--- config.mk ---
export PLATFORM = sky130hd
export DESIGN_NAME = ds192_sel_rgb565_flat
export DESIGN_NICKNAME = d
export VERILOG_FILES = /design/src/rtl/ds192_sel_rgb565_if.sv /design/src/rtl/ds192_sel_rgb565.sv /design/src/flat_wrapper.sv
export SDC_FILE = /design/constraint.sdc
export NUM_CORES = 1
export LEC_CHECK = 0
export ABC_CLOCK_PERIOD_IN_PS = 2000
export BUFFER_PORTS_ARGS = -buffer_cell sky130_fd_sc_hd__buf_2
export CORE_MARGIN = 1.5
export CORE_UTILIZATION = 48
export CTS_CLUSTER_SIZE = 16
export DETAILED_ROUTE_END_ITERATION = 10
export PLACE_DENSITY = 0.82
export SYNTH_ARGS = -nofsm -noshare
export SYNTH_HDL_FRONTEND = slang
export SYNTH_SLANG_ARGS = --single-unit
--- constraint.sdc ---
create_clock -name clk -period 2 [get_ports clk]
set_clock_uncertainty 0.1 [all_clocks]
set_input_delay 0.6 -clock clk [delete_from_list [all_inputs] [get_ports clk]]
set_output_delay 0.6 -clock clk [all_outputs]
set_load 0.01 [all_outputs]
--- src/rtl/ds192_sel_rgb565_if.sv ---
// Pixel stream bundle for the 256x256 -> 192x192 selection downscaler.
// The source drives din every clock; the sink takes dout on each write_en pulse.
interface ds192_sel_rgb565_if;
  logic [15:0] din;
  logic [15:0] dout;
  logic        write_en;

  modport master (output din, input dout, input write_en);
  modport slave  (input din, output dout, output write_en);
endinterface

--- src/rtl/ds192_sel_rgb565.sv ---
// Streaming RGB565 downscaler that drops every DEC_N-th column and row.
// Each channel is widened to 8 bits, selected, then packed back to RGB565.
module ds192_chan_sel (
  input  logic       clk,
  input  logic       rst_n,
  input  logic       keep_i,
  input  logic [7:0] chan_i,
  output logic [7:0] chan_o
);
  logic [7:0] chan_q;

  always_ff @(posedge clk) begin
    if (!rst_n)      chan_q <= 8'h00;
    else if (keep_i) chan_q <= chan_i;
  end

  assign chan_o = chan_q;
endmodule

module ds192_sel_rgb565 #(
  parameter int IMG_W   = 256,
  parameter int IMG_H   = 256,
  parameter int DEC_N   = 4,
  parameter int DROP_PH = 3
) (
  input logic               clk,
  input logic               rst_n,
  ds192_sel_rgb565_if.slave px
);
  localparam int CW = $clog2(IMG_W);
  localparam int RW = $clog2(IMG_H);

  logic [CW-1:0] col_q, col_d;
  logic [RW-1:0] row_q, row_d;
  logic          we_q;
  logic          keep;
  logic [7:0]    r8, g8, b8;
  logic [7:0]    r_q, g_q, b_q;
  logic          unused_lsb;

  // Power-of-two frame dimensions let both counters wrap without an explicit compare.
  always_comb begin
    col_d = col_q + 1'b1;
    row_d = row_q;
    if (col_q == CW'(IMG_W - 1)) row_d = row_q + 1'b1;
  end

  assign keep = ((int'(col_q) % DEC_N) != DROP_PH) &&
                ((int'(row_q) % DEC_N) != DROP_PH);

  always_ff @(posedge clk) begin
    if (!rst_n) begin
      col_q <= '0;
      row_q <= '0;
      we_q  <= 1'b0;
    end else begin
      col_q <= col_d;
      row_q <= row_d;
      we_q  <= keep;
    end
  end

  assign r8 = {px.din[15:11], px.din[15:13]};
  assign g8 = {px.din[10:5],  px.din[10:9]};
  assign b8 = {px.din[4:0],   px.din[4:2]};

  ds192_chan_sel u_sel_r (.clk(clk), .rst_n(rst_n), .keep_i(keep), .chan_i(r8), .chan_o(r_q));
  ds192_chan_sel u_sel_g (.clk(clk), .rst_n(rst_n), .keep_i(keep), .chan_i(g8), .chan_o(g_q));
  ds192_chan_sel u_sel_b (.clk(clk), .rst_n(rst_n), .keep_i(keep), .chan_i(b8), .chan_o(b_q));

  // Replicated low bits are discarded on repack, which makes the round trip exact.
  assign px.dout     = {r_q[7:3], g_q[7:2], b_q[7:3]};
  assign px.write_en = we_q;
  assign unused_lsb  = ^{r_q[2:0], g_q[1:0], b_q[2:0]};
endmodule

--- src/flat_wrapper.sv ---
// flat-port wrapper written by rule: the top's interface ports become plain ports
module ds192_sel_rgb565_flat 
#(
  parameter int IMG_W   = 256,
  parameter int IMG_H   = 256,
  parameter int DEC_N   = 4,
  parameter int DROP_PH = 3
)
  (clk, rst_n, px_din, px_dout, px_write_en);
  ds192_sel_rgb565_if px_i ();
  input logic clk;
  input logic rst_n;
  input wire logic [$bits(px_i.din)-1:0] px_din;
  output wire logic [$bits(px_i.dout)-1:0] px_dout;
  output wire logic [$bits(px_i.write_en)-1:0] px_write_en;
  assign px_i.din = px_din;
  assign px_dout = px_i.dout;
  assign px_write_en = px_i.write_en;
  ds192_sel_rgb565 #(.IMG_W(IMG_W), .IMG_H(IMG_H), .DEC_N(DEC_N), .DROP_PH(DROP_PH)) u_core (.clk(clk), .rst_n(rst_n), .px(px_i));
endmodule
==> results.py, run 1 <==
metrics = {
    "outcome": {
        "outcome": "completed",
    },
    "finish": {
        "stdcell_area_um2": 1260,
        "area_growth_pct": 19.2,
        "finalNonFillerCells": 177,
        "drive_above_1_share_pct": 26.7,
        "fillCellCount": 175,
        "nets": 171,
        "fin_util_pct": 62.2,
        "antenna_cells": 0,
    },
    "synthesis": {
        "synth-edff-count": 0,
        "netlist_instances": 117,
        "synth_compound_area_share_pct": 14.9,
        "yosysWarnings": 0,
        "syn_nets": 137,
        "synth_top_area_share_pct": 51.2,
        "synthTopCellsByArea": "dfxtp_1 (51%), nand2_1 (13%), a21boi_1 (9.3%)",
        "synth_adder_area_share_pct": 2.37,
        "yosys.area.top_type": "dfxtp_1",
        "dominantRegCellSynth": "dfxtp_1",
        "synth_cell_types": 22,
        "synth_common_cells": "nand2_1 (37), dfxtp_1 (27), a21boi_1 (13)",
        "yosys.area_share.simple_pct": 23.7,
        "ys_ff_latch": 27,
        "synth_xor_area_share_pct": 2.49,
        "synth_top_family_by_area": "simple AND/OR/NAND/NOR gates",
        "syn_area_per_cell_um2": 9.02,
        "syn-cell-area_um2": 1050,
        "synth_most_common_cell": "nand2_1",
        "async_flop_share_pct": 0,
        "muxShareOfSynthArea_pct": 1.90,
        "ys_seq_area_share_pct": 51.2,
    },
    "global_routing": {
        "grt_pass1_vias": 798,
        "grt_max_degree": 30,
        "track_usage_pct": 17.3,
        "grt_antenna_before_repair": 0,
        "grt_pass1_wl_um": 3340,
        "grt.overflow.total": 0,
    },
    "clock_tree": {
        "post-cts-setup-buffers": 0,
        "clk_latency_ns": 0.32,
        "h-tree-depth": 1,
        "clock_path_buffers": 2,
        "cts-resized-gates": 0,
        "numCtsBuffers": 3,
        "cts_tree": "built",
        "clkTransAtPathRegs_ns": 0.13,
        "cts_root_buffer": "clkbuf_4",
        "cts_hold_buf": 0,
        "cts_sinks": 27,
    },
    "route": {
        "vias": 850,
        "detail-route-antenna-nets": 0,
        "first_iter_violations": 7,
        "wirelength_um": 1890,
        "wl_per_cell_um": 10.7,
        "viasPerCell": 4.80,
        "dr.pass1.iters": 4,
        "drc_errors": 0,
    },
    "run": {
        "maxCapViolCount": 0,
    },
    "setup_path": {
        "r2r.worst_path.cells": 4,
        "path_class": "flip-flop to flip-flop",
        "crit_arrival_ns": 1.77,
        "cp_max_fo": 16,
        "end_kind": "flip-flop",
        "cp_cell_sequence": "ha_1, or2_1, nand2_1, a21boi_0",
        "cp_slowest_cell": "or2_1",
        "setup.worst_path.start_class": "flip-flop",
        "slowest_delay_ns": 0.47,
        "critPathRequiredTime_ns": 2.15,
    },
    "placement": {
        "dp_hpwl_um": 1420,
        "port_buffers": 34,
        "post-place-cells": 173,
        "place_area_um2": 1230,
        "dp_slack_ns": 0.387,
        "gp_congestion": 0.772,
    },
    "power": {
        "leakage_nw": 0.587,
        "vdd.ir_drop.worst_mv": 0.724,
        "power_density_nw_per_um2": 726,
        "totalPowerFinal_mw": 0.913,
    },
    "sta": {
        "hold_violations": 0,
        "setup_tns_ns": 0,
        "period_needed_ns": 1.62,
        "tightestPinTransition_ns": 0.513,
        "hold_ws_ns": 0.361,
        "setup_viol_count_final": 0,
        "setup_slack_ns": 0.385,
        "rsz0062_at_grt": "false",
        "drv_slew": 0,
        "fmax_ghz": 0.619,
        "finalCritPeriodShare_pct": 80.8,
        "relSlewSlack_pct": 65.8,
    },
    "floorplanning": {
        "die_area_um2": 2490,
        "io_pins": 35,
        "placementRows": 16,
        "die_x_um": 49.9,
        "initial_utilization_pct": 52.2,
        "coreArea_um2": 2020,
        "die_h_um": 49.9,
    },
    "hold_path": {
        "min_path_cells": 2,
        "hp-class": "flip-flop to flip-flop",
    },
}
==> routing by layer <==
layer	routed length, um	vias up	part of all wire, %	global-route usage, %
li1	-	449	-	-
met1	876	374	46	19.6
met2	894	25	47	31.3
met3	109	2	5.8	6.36
met4	10	0	0.53	2.78
met5	0	-	0	0
==> critical path: cells and delay by family (launching register included) <==
family | cells | cell delay [ns]
AO/OA/AOI/OAI | 1 | 0.19
adder cells (fa/ha/maj) | 1 | 0.30
flip-flops | 1 | 0.38
AND/OR/NAND/NOR | 2 | 0.58
==> power by group <==
group,switching (mW),internal (mW)
Combinational,0.0537,0.0504
Sequential,0.0143,0.566
Clock,0.150,0.0780
Total,0.218,0.695
==> registers in the layout, summed over array words and instances (netlist names) <==
name                   cells
u_core.col_q               8
u_core.u_sel_g.chan_o      6
u_core.u_sel_b.chan_o      5
u_core.u_sel_r.chan_o      5
u_core.row_q               2
u_core.px.write_en         1
==> cell families after synthesis <==
| logic type | count (synthesis) |
|---|---|
| buf+inv | 6 |
| flops | 27 |
| xor+xnor | 3 |
| simple gates | 55 |
| compound gates | 22 |
| mux | 2 |
| fa+ha+maj | 2 |
==> cells in the final DEF (no fill, tap or decap), drive strengths merged <==
cell type,count
a21boi,19
and2,5
buf,35
clkbuf,4
dfxtp,27
ha,2
mux2i,2
nand2,37
nand2b,1
nand3,4
nand4,1
nor2,2
nor2b,1
o21ai,3
or2,1
or3,3
xnor2,2
xor2,1
==> worst paths after layout <==
path	start	endpoint	slack [ns]
min reg2reg	u_core.u_sel_r.chan_o[3]	u_core.u_sel_r.chan_o[3]	0.36
min	u_core.u_sel_r.chan_o[3]	u_core.u_sel_r.chan_o[3]	0.36
max reg2reg	u_core.col_q[0]	u_core.u_sel_g.chan_o[4]	0.38
max	u_core.col_q[0]	u_core.u_sel_g.chan_o[4]	0.38
==> final cells by class <==
cell class / instances / area (um2) / share of cell area (%)
well taps: 27 / 33.8 / 2.69
flip-flops and latches: 27 / 541 / 43.0
multi-input cells: 84 / 479 / 38.1
repair buffers: 35 / 178 / 14.1
clock buffers: 4 / 26.3 / 2.09
No activity file was read; power rests on OpenSTA's default activity.
==> inputs of run 2 (changes only) <==
--- a/config.mk
+++ b/config.mk
@@ -5,13 +5,14 @@
 export SDC_FILE = /design/constraint.sdc
 export NUM_CORES = 1
 export LEC_CHECK = 0
-export ABC_CLOCK_PERIOD_IN_PS = 2000
+export ABC_AREA = 1
+export ABC_CLOCK_PERIOD_IN_PS = 1400
 export BUFFER_PORTS_ARGS = -buffer_cell sky130_fd_sc_hd__buf_2
 export CORE_MARGIN = 1.5
-export CORE_UTILIZATION = 48
+export CORE_UTILIZATION = 43
 export CTS_CLUSTER_SIZE = 16
 export DETAILED_ROUTE_END_ITERATION = 10
-export PLACE_DENSITY = 0.82
+export PLACE_DENSITY = 0.78
 export SYNTH_ARGS = -nofsm -noshare
 export SYNTH_HDL_FRONTEND = slang
 export SYNTH_SLANG_ARGS = --single-unit
==> constraint.sdc (replaced) <==
create_clock -name clk -period 1.4 [get_ports clk]
set_clock_uncertainty 0.1 [all_clocks]
set_input_delay 0.42 -clock clk [delete_from_list [all_inputs] [get_ports clk]]
set_output_delay 0.42 -clock clk [all_outputs]
set_load 0.01 [all_outputs]
==> results.py, run 2 <==
metrics = {
    "outcome": {
        "outcome": "completed",
    },
    "route": {
        "detail-route-antenna-nets": 0,
        "vias": 946,
        "dr.pass1.iters": 4,
        "wirelength_um": 2010,
        "viasPerCell": 4.80,
        "drc_errors": 0,
        "first_iter_violations": 11,
        "wl_per_cell_um": 10.2,
    },
    "floorplanning": {
        "die_h_um": 52.7,
        "die_area_um2": 2780,
        "die_x_um": 52.7,
        "initial_utilization_pct": 46.7,
        "coreArea_um2": 2280,
        "io_pins": 35,
        "placementRows": 17,
    },
    "setup_path": {
        "cp_cell_sequence": "buf_2",
        "crit_arrival_ns": 0.82,
        "cp_top_family": "flip-flops",
        "crit_buf_inv": 1,
        "path_class": "flip-flop to output port",
        "slowest_delay_ns": 0.36,
        "cp-startpoint": "u_core.u_sel_b.chan_o[4]",
        "cp_slowest_cell": "dfxtp_1",
        "cp_max_fo": 2,
        "critPathRequiredTime_ns": 0.88,
        "setup.worst_path.start_class": "flip-flop",
        "end_kind": "output port",
        "r2r_start": "u_core.row_q[0]",
    },
    "synthesis": {
        "synth_adder_area_share_pct": 2.36,
        "muxShareOfSynthArea_pct": 0,
        "synth_cell_types": 18,
        "netlist_instances": 132,
        "synth_common_cells": "nor2_1 (38), dfxtp_1 (27), o21ai_0 (17)",
        "synth_top_family_by_area": "simple AND/OR/NAND/NOR gates",
        "synth_compound_area_share_pct": 11.3,
        "syn_area_per_cell_um2": 8.05,
        "yosys.area_share.simple_pct": 28.6,
        "ys_seq_area_share_pct": 50.9,
        "synth_most_common_cell": "nor2_1",
        "yosys.area.top_type": "dfxtp_1",
        "ys_ff_latch": 27,
        "async_flop_share_pct": 0,
        "synth-edff-count": 0,
        "synth_xor_area_share_pct": 0,
        "dominantRegCellSynth": "dfxtp_1",
        "syn-cell-area_um2": 1060,
        "yosysWarnings": 0,
        "synthTopCellsByArea": "dfxtp_1 (51%), nor2_1 (13%), o21ai_0 (8.0%)",
        "synth_top_area_share_pct": 50.9,
        "syn_nets": 152,
    },
    "power": {
        "power_frac_clock_pct": 24.3,
        "p_sw_mw": 0.333,
        "intPower_mw": 1.00,
        "leakage_nw": 0.582,
        "vdd.ir_drop.worst_mv": 0.730,
        "combPwrFrac_pct": 13.4,
        "p_seq_share_pct": 62.3,
        "switching_share_pct": 24.9,
        "totalPowerFinal_mw": 1.34,
        "power_density_nw_per_um2": 1050,
    },
    "finish": {
        "drive_above_1_share_pct": 32.0,
        "fillCellCount": 219,
        "final_common_cell": "nor2_1",
        "final_cell_mix": "nor2_1 (38), buf_2 (34), dfxtp_1 (27)",
        "antenna_cells": 0,
        "largest_reg_flops": 8,
        "regMostFlops": "u_core.col_q",
        "stdcell_area_um2": 1280,
        "nets": 190,
        "area_growth_pct": 20.4,
    },
    "placement": {
        "port_buffers": 34,
        "place_area_um2": 1250,
        "dp_hpwl_um": 1530,
        "gp_congestion": 0.782,
        "dp_slack_ns": 0.0557,
    },
    "sta": {
        "hold_violations": 0,
        "finalCritPeriodShare_pct": 95.5,
        "hold_ws_ns": 0.219,
        "rsz0062_at_grt": "true",
        "period_needed_ns": 1.34,
        "fmax_ghz": 0.748,
        "setup_viol_count_final": 0,
        "drv_slew": 0,
        "relSlewSlack_pct": 81.6,
        "tightestPinTransition_ns": 0.276,
        "setup_tns_ns": 0,
        "setup_slack_ns": 0.0632,
    },
    "clock_tree": {
        "cts_hold_buf": 0,
        "cts_sinks": 27,
        "clkTransAtPathRegs_ns": 0.14,
        "cts_root_buffer": "clkbuf_4",
        "clk_latency_ns": 0.32,
        "clock_path_buffers": 2,
        "cts_tree": "built",
        "numCtsBuffers": 3,
        "h-tree-depth": 1,
    },
    "global_routing": {
        "grt_pass1_wl_um": 3350,
        "grt_antenna_before_repair": 0,
        "track_usage_pct": 15.9,
        "grt_max_degree": 18,
        "grt.overflow.total": 0,
        "grt_pass1_vias": 833,
    },
    "hold_path": {
        "hp-class": "primary input to flip-flop",
        "min_from": "px_din[10]",
    },
    "run": {
        "maxCapViolCount": 0,
    },
}
## run 2: cell types whose count changed after synthesis, moves of 6 or more
cell	change
o21ai_0	+14
a21boi_1	-13
nor2_1	+37
nor2_2	+7
nand2_1	-26
a21boi_0	-6
inv_1	+7
## run 2: through the flow
stage	utilization, %	std cells
6_report	56.2	197
5_1_grt	56.2	197
4_1_cts	56.1	197
3_5_place_dp	54.9	193
3_3_place_gp	54.9	193
2_1_floorplan	-	132
## run 2: area by class of cell
class / instances / area (um2) / share of cell area [%]
clock buffer: 4 / 26.3 / 2.05
inverter: 8 / 32.5 / 2.54
multi-input combinational: 93 / 452 / 35.3
sequential: 27 / 541 / 42.3
tap: 28 / 35.0 / 2.74
timing repair buffer: 37 / 193 / 15.1
## run 2: cells by family (layout without fill, tap and decap cells)
family,Yosys count,in the layout
AND/OR/NAND/NOR,67,67
flip-flops,27,27
AO/OA/AOI/OAI,24,24
buffers and inverters,12,49
adder cells (fa/ha/maj),2,2
## run 2: timing repair
action / in CTS / in global routing
setup endpoints to repair: 0 / 13
setup buffers: 0 / 0
gates resized for setup: 0 / 1
## run 2: worst paths after layout
path | endpoint | slack (ns) | cells past startpoint
worst max-delay path | px_dout[1] | 0.06 | 1
worst min-delay path | u_core.u_sel_g.chan_o[1] | 0.22 | 3
worst max register to register | u_core.u_sel_b.chan_o[3] | 0.09 | 5
worst min register to register | u_core.col_q[0] | 0.39 | 1
## run 2: power by group through the flow
| stage | combinational, mW | sequential [mW] | clock (mW) |
|---|---|---|---|
| 2_1_floorplan | 0.0898 | 0.866 | 0 |
| 3_3_place_gp | 0.176 | 0.849 | 0 |
| 3_5_place_dp | 0.180 | 0.850 | 0 |
| 4_1_cts | 0.181 | 0.834 | 0.333 |
| 5_1_grt | 0.199 | 0.839 | 0.367 |
| 6_report | 0.179 | 0.833 | 0.325 |
## run 2: layer usage
layer	wire (um)	track usage, %
met1	950	20.8
met4	22	4.70
met2	948	26.0
met3	93	3.43
met5	0	0
==> inputs of run 3 (changes only) <==
--- a/config.mk
+++ b/config.mk
@@ -8,11 +8,11 @@
 export ABC_AREA = 1
 export ABC_CLOCK_PERIOD_IN_PS = 1400
 export BUFFER_PORTS_ARGS = -buffer_cell sky130_fd_sc_hd__buf_2
-export CORE_MARGIN = 1.5
 export CORE_UTILIZATION = 43
 export CTS_CLUSTER_SIZE = 16
 export DETAILED_ROUTE_END_ITERATION = 10
 export PLACE_DENSITY = 0.78
+export SKIP_LAST_GASP = 1
 export SYNTH_ARGS = -nofsm -noshare
 export SYNTH_HDL_FRONTEND = slang
 export SYNTH_SLANG_ARGS = --single-unit
==> results.py, run 3 (synthesized netlist as in run 2, its figures left out) <==
metrics = {
    "outcome": {
        "outcome": "completed",
    },
    "placement": {
        "gp_congestion": 0.773,
        "dp_hpwl_um": 1540,
        "port_buffers": 34,
    },
    "clock_tree": {
        "cts_tree": "built",
        "cts_root_buffer": "clkbuf_4",
        "h-tree-depth": 1,
        "numCtsBuffers": 3,
        "post-cts-setup-buffers": 0,
        "clock_path_buffers": 2,
        "cts_sinks": 27,
        "cts_hold_buf": 0,
        "clk_latency_ns": 0.34,
        "clkTransAtPathRegs_ns": 0.16,
    },
    "hold_path": {
        "hp-class": "primary input to flip-flop",
        "min_from": "px_din[5]",
    },
    "setup_path": {
        "cp_top_family": "flip-flops",
        "r2r.worst_path.cells": 5,
        "slowest_delay_ns": 0.36,
        "critPathRequiredTime_ns": 0.88,
        "crit_arrival_ns": 0.82,
        "r2r_start": "u_core.col_q[0]",
        "crit_buf_inv": 1,
        "endpoint": "px_dout[6]",
        "cp-startpoint": "u_core.u_sel_g.chan_o[3]",
        "r2r_slack_ns": 0.10,
        "cp_cell_sequence": "buf_2",
        "cp_slowest_cell": "dfxtp_1",
        "setup.worst_path.start_class": "flip-flop",
        "path_class": "flip-flop to output port",
        "regToRegEndpoint": "u_core.u_sel_r.chan_o[5]",
        "end_kind": "output port",
        "cp_num_cells": 1,
        "cp_max_fo": 2,
    },
    "floorplanning": {
        "die_x_um": 51.7,
        "initial_utilization_pct": 46.7,
        "die_area_um2": 2670,
        "coreArea_um2": 2280,
        "placementRows": 17,
        "die_h_um": 51.7,
        "io_pins": 35,
    },
    "finish": {
        "regMostFlops": "u_core.col_q",
        "final_common_cell": "nor2_1",
        "area_growth_pct": 23.1,
        "fillCellCount": 215,
        "drive_above_1_share_pct": 40.6,
        "antenna_cells": 0,
        "largest_reg_flops": 8,
        "final_cell_mix": "nor2_1 (38), buf_2 (34), o21ai_0 (17)",
        "nets": 191,
    },
    "route": {
        "wl_per_cell_um": 10.0,
        "detail-route-antenna-nets": 0,
        "wirelength_um": 1990,
        "viasPerCell": 4.75,
        "drc_errors": 0,
        "first_iter_violations": 12,
        "vias": 941,
        "dr.pass1.iters": 4,
    },
    "power": {
        "totalPowerFinal_mw": 1.38,
        "vdd.ir_drop.worst_mv": 0.995,
        "power_density_nw_per_um2": 1050,
        "leakage_nw": 0.594,
    },
    "sta": {
        "setup_tns_ns": 0,
        "setup_viol_count_final": 0,
        "drv_slew": 0,
        "hold_violations": 0,
        "tightestPinTransition_ns": 0.270,
        "fmax_ghz": 0.744,
        "period_needed_ns": 1.34,
        "relSlewSlack_pct": 81.9,
        "rsz0062_at_grt": "false",
        "finalCritPeriodShare_pct": 96.0,
    },
    "global_routing": {
        "grt_pass1_wl_um": 3390,
        "grt_antenna_before_repair": 0,
        "track_usage_pct": 17.1,
        "grt.overflow.total": 0,
        "grt_pass1_vias": 838,
        "grt_max_degree": 18,
    },
    "run": {
        "maxCapViolCount": 0,
    },
}
-- run 3: changes by cell type in the layout (fill, tap and decap cells not counted), sizes merged --
cell	previous run	this run
inv	8	9
clkbuf	4	3
buf	37	38
-- run 3: final cells by class --
cell class                      instances  area, um2  area share, %
Clock buffer                            3       22.5           1.72
Clock inverter                          1       8.76          0.670
Inverter                                8       32.5           2.49
Multi-Input combinational cell         93        452           34.5
Sequential cell                        27        557           42.6
Tap cell                               28       35.0           2.68
Timing Repair Buffer                   38        200           15.3
-- run 3: repair_timing --
| action | 4_1_cts | 5_1_grt |
|---|---|---|
| resized for setup | 0 | 14 |
| hold endpoints to repair | 0 | 0 |
| endpoints found under the setup margin | 0 | 25 |
-- run 3: per-layer routing --
layer  track usage [%]  up-vias  wire length, um
li1                  -      499                -
met1              20.3      407              912
met2              27.5       31              893
met3              8.19        4              159
met4              4.50        0               23
met5                 0        -                0
-- run 3: worst min-delay path by stage --
stage          cells after the start  slack (ns)                        to
2_1_floorplan                      1        0.33           u_core.col_q[0]
3_3_place_gp                       1        0.34           u_core.col_q[0]
3_5_place_dp                       1        0.36           u_core.col_q[0]
4_1_cts                            3        0.18  u_core.u_sel_r.chan_o[5]
5_1_grt                            3        0.16  u_core.u_sel_r.chan_o[5]
6_report                           3        0.19  u_core.u_sel_g.chan_o[2]
-- run 3: report_power, final --
group / total (mW) / switching, mW / internal (mW)
clock: 0.357 / 0.240 / 0.117
sequential: 0.839 / 0.0219 / 0.817
combinational: 0.181 / 0.0984 / 0.0830
total: 1.38 / 0.361 / 1.02
-- run 3: per-stage QoR --
| stage | setup WS, ns | cell area [um2] | std cells | utilization [%] | hold WS [ns] |
|---|---|---|---|---|---|
| after detailed placement | 0.0968 | 1260 | 194 | 55.3 | 0.357 |
| after CTS | 0.0195 | 1290 | 198 | 56.6 | 0.185 |
| final | 0.0554 | 1310 | 198 | 57.4 | 0.192 |
| after global placement | 0.142 | 1260 | 194 | 55.3 | 0.342 |
| after global routing | 0.00135 | 1310 | 198 | 57.4 | 0.165 |
| after floorplan | 0.101 | 1060 | 132 | - | 0.330 |
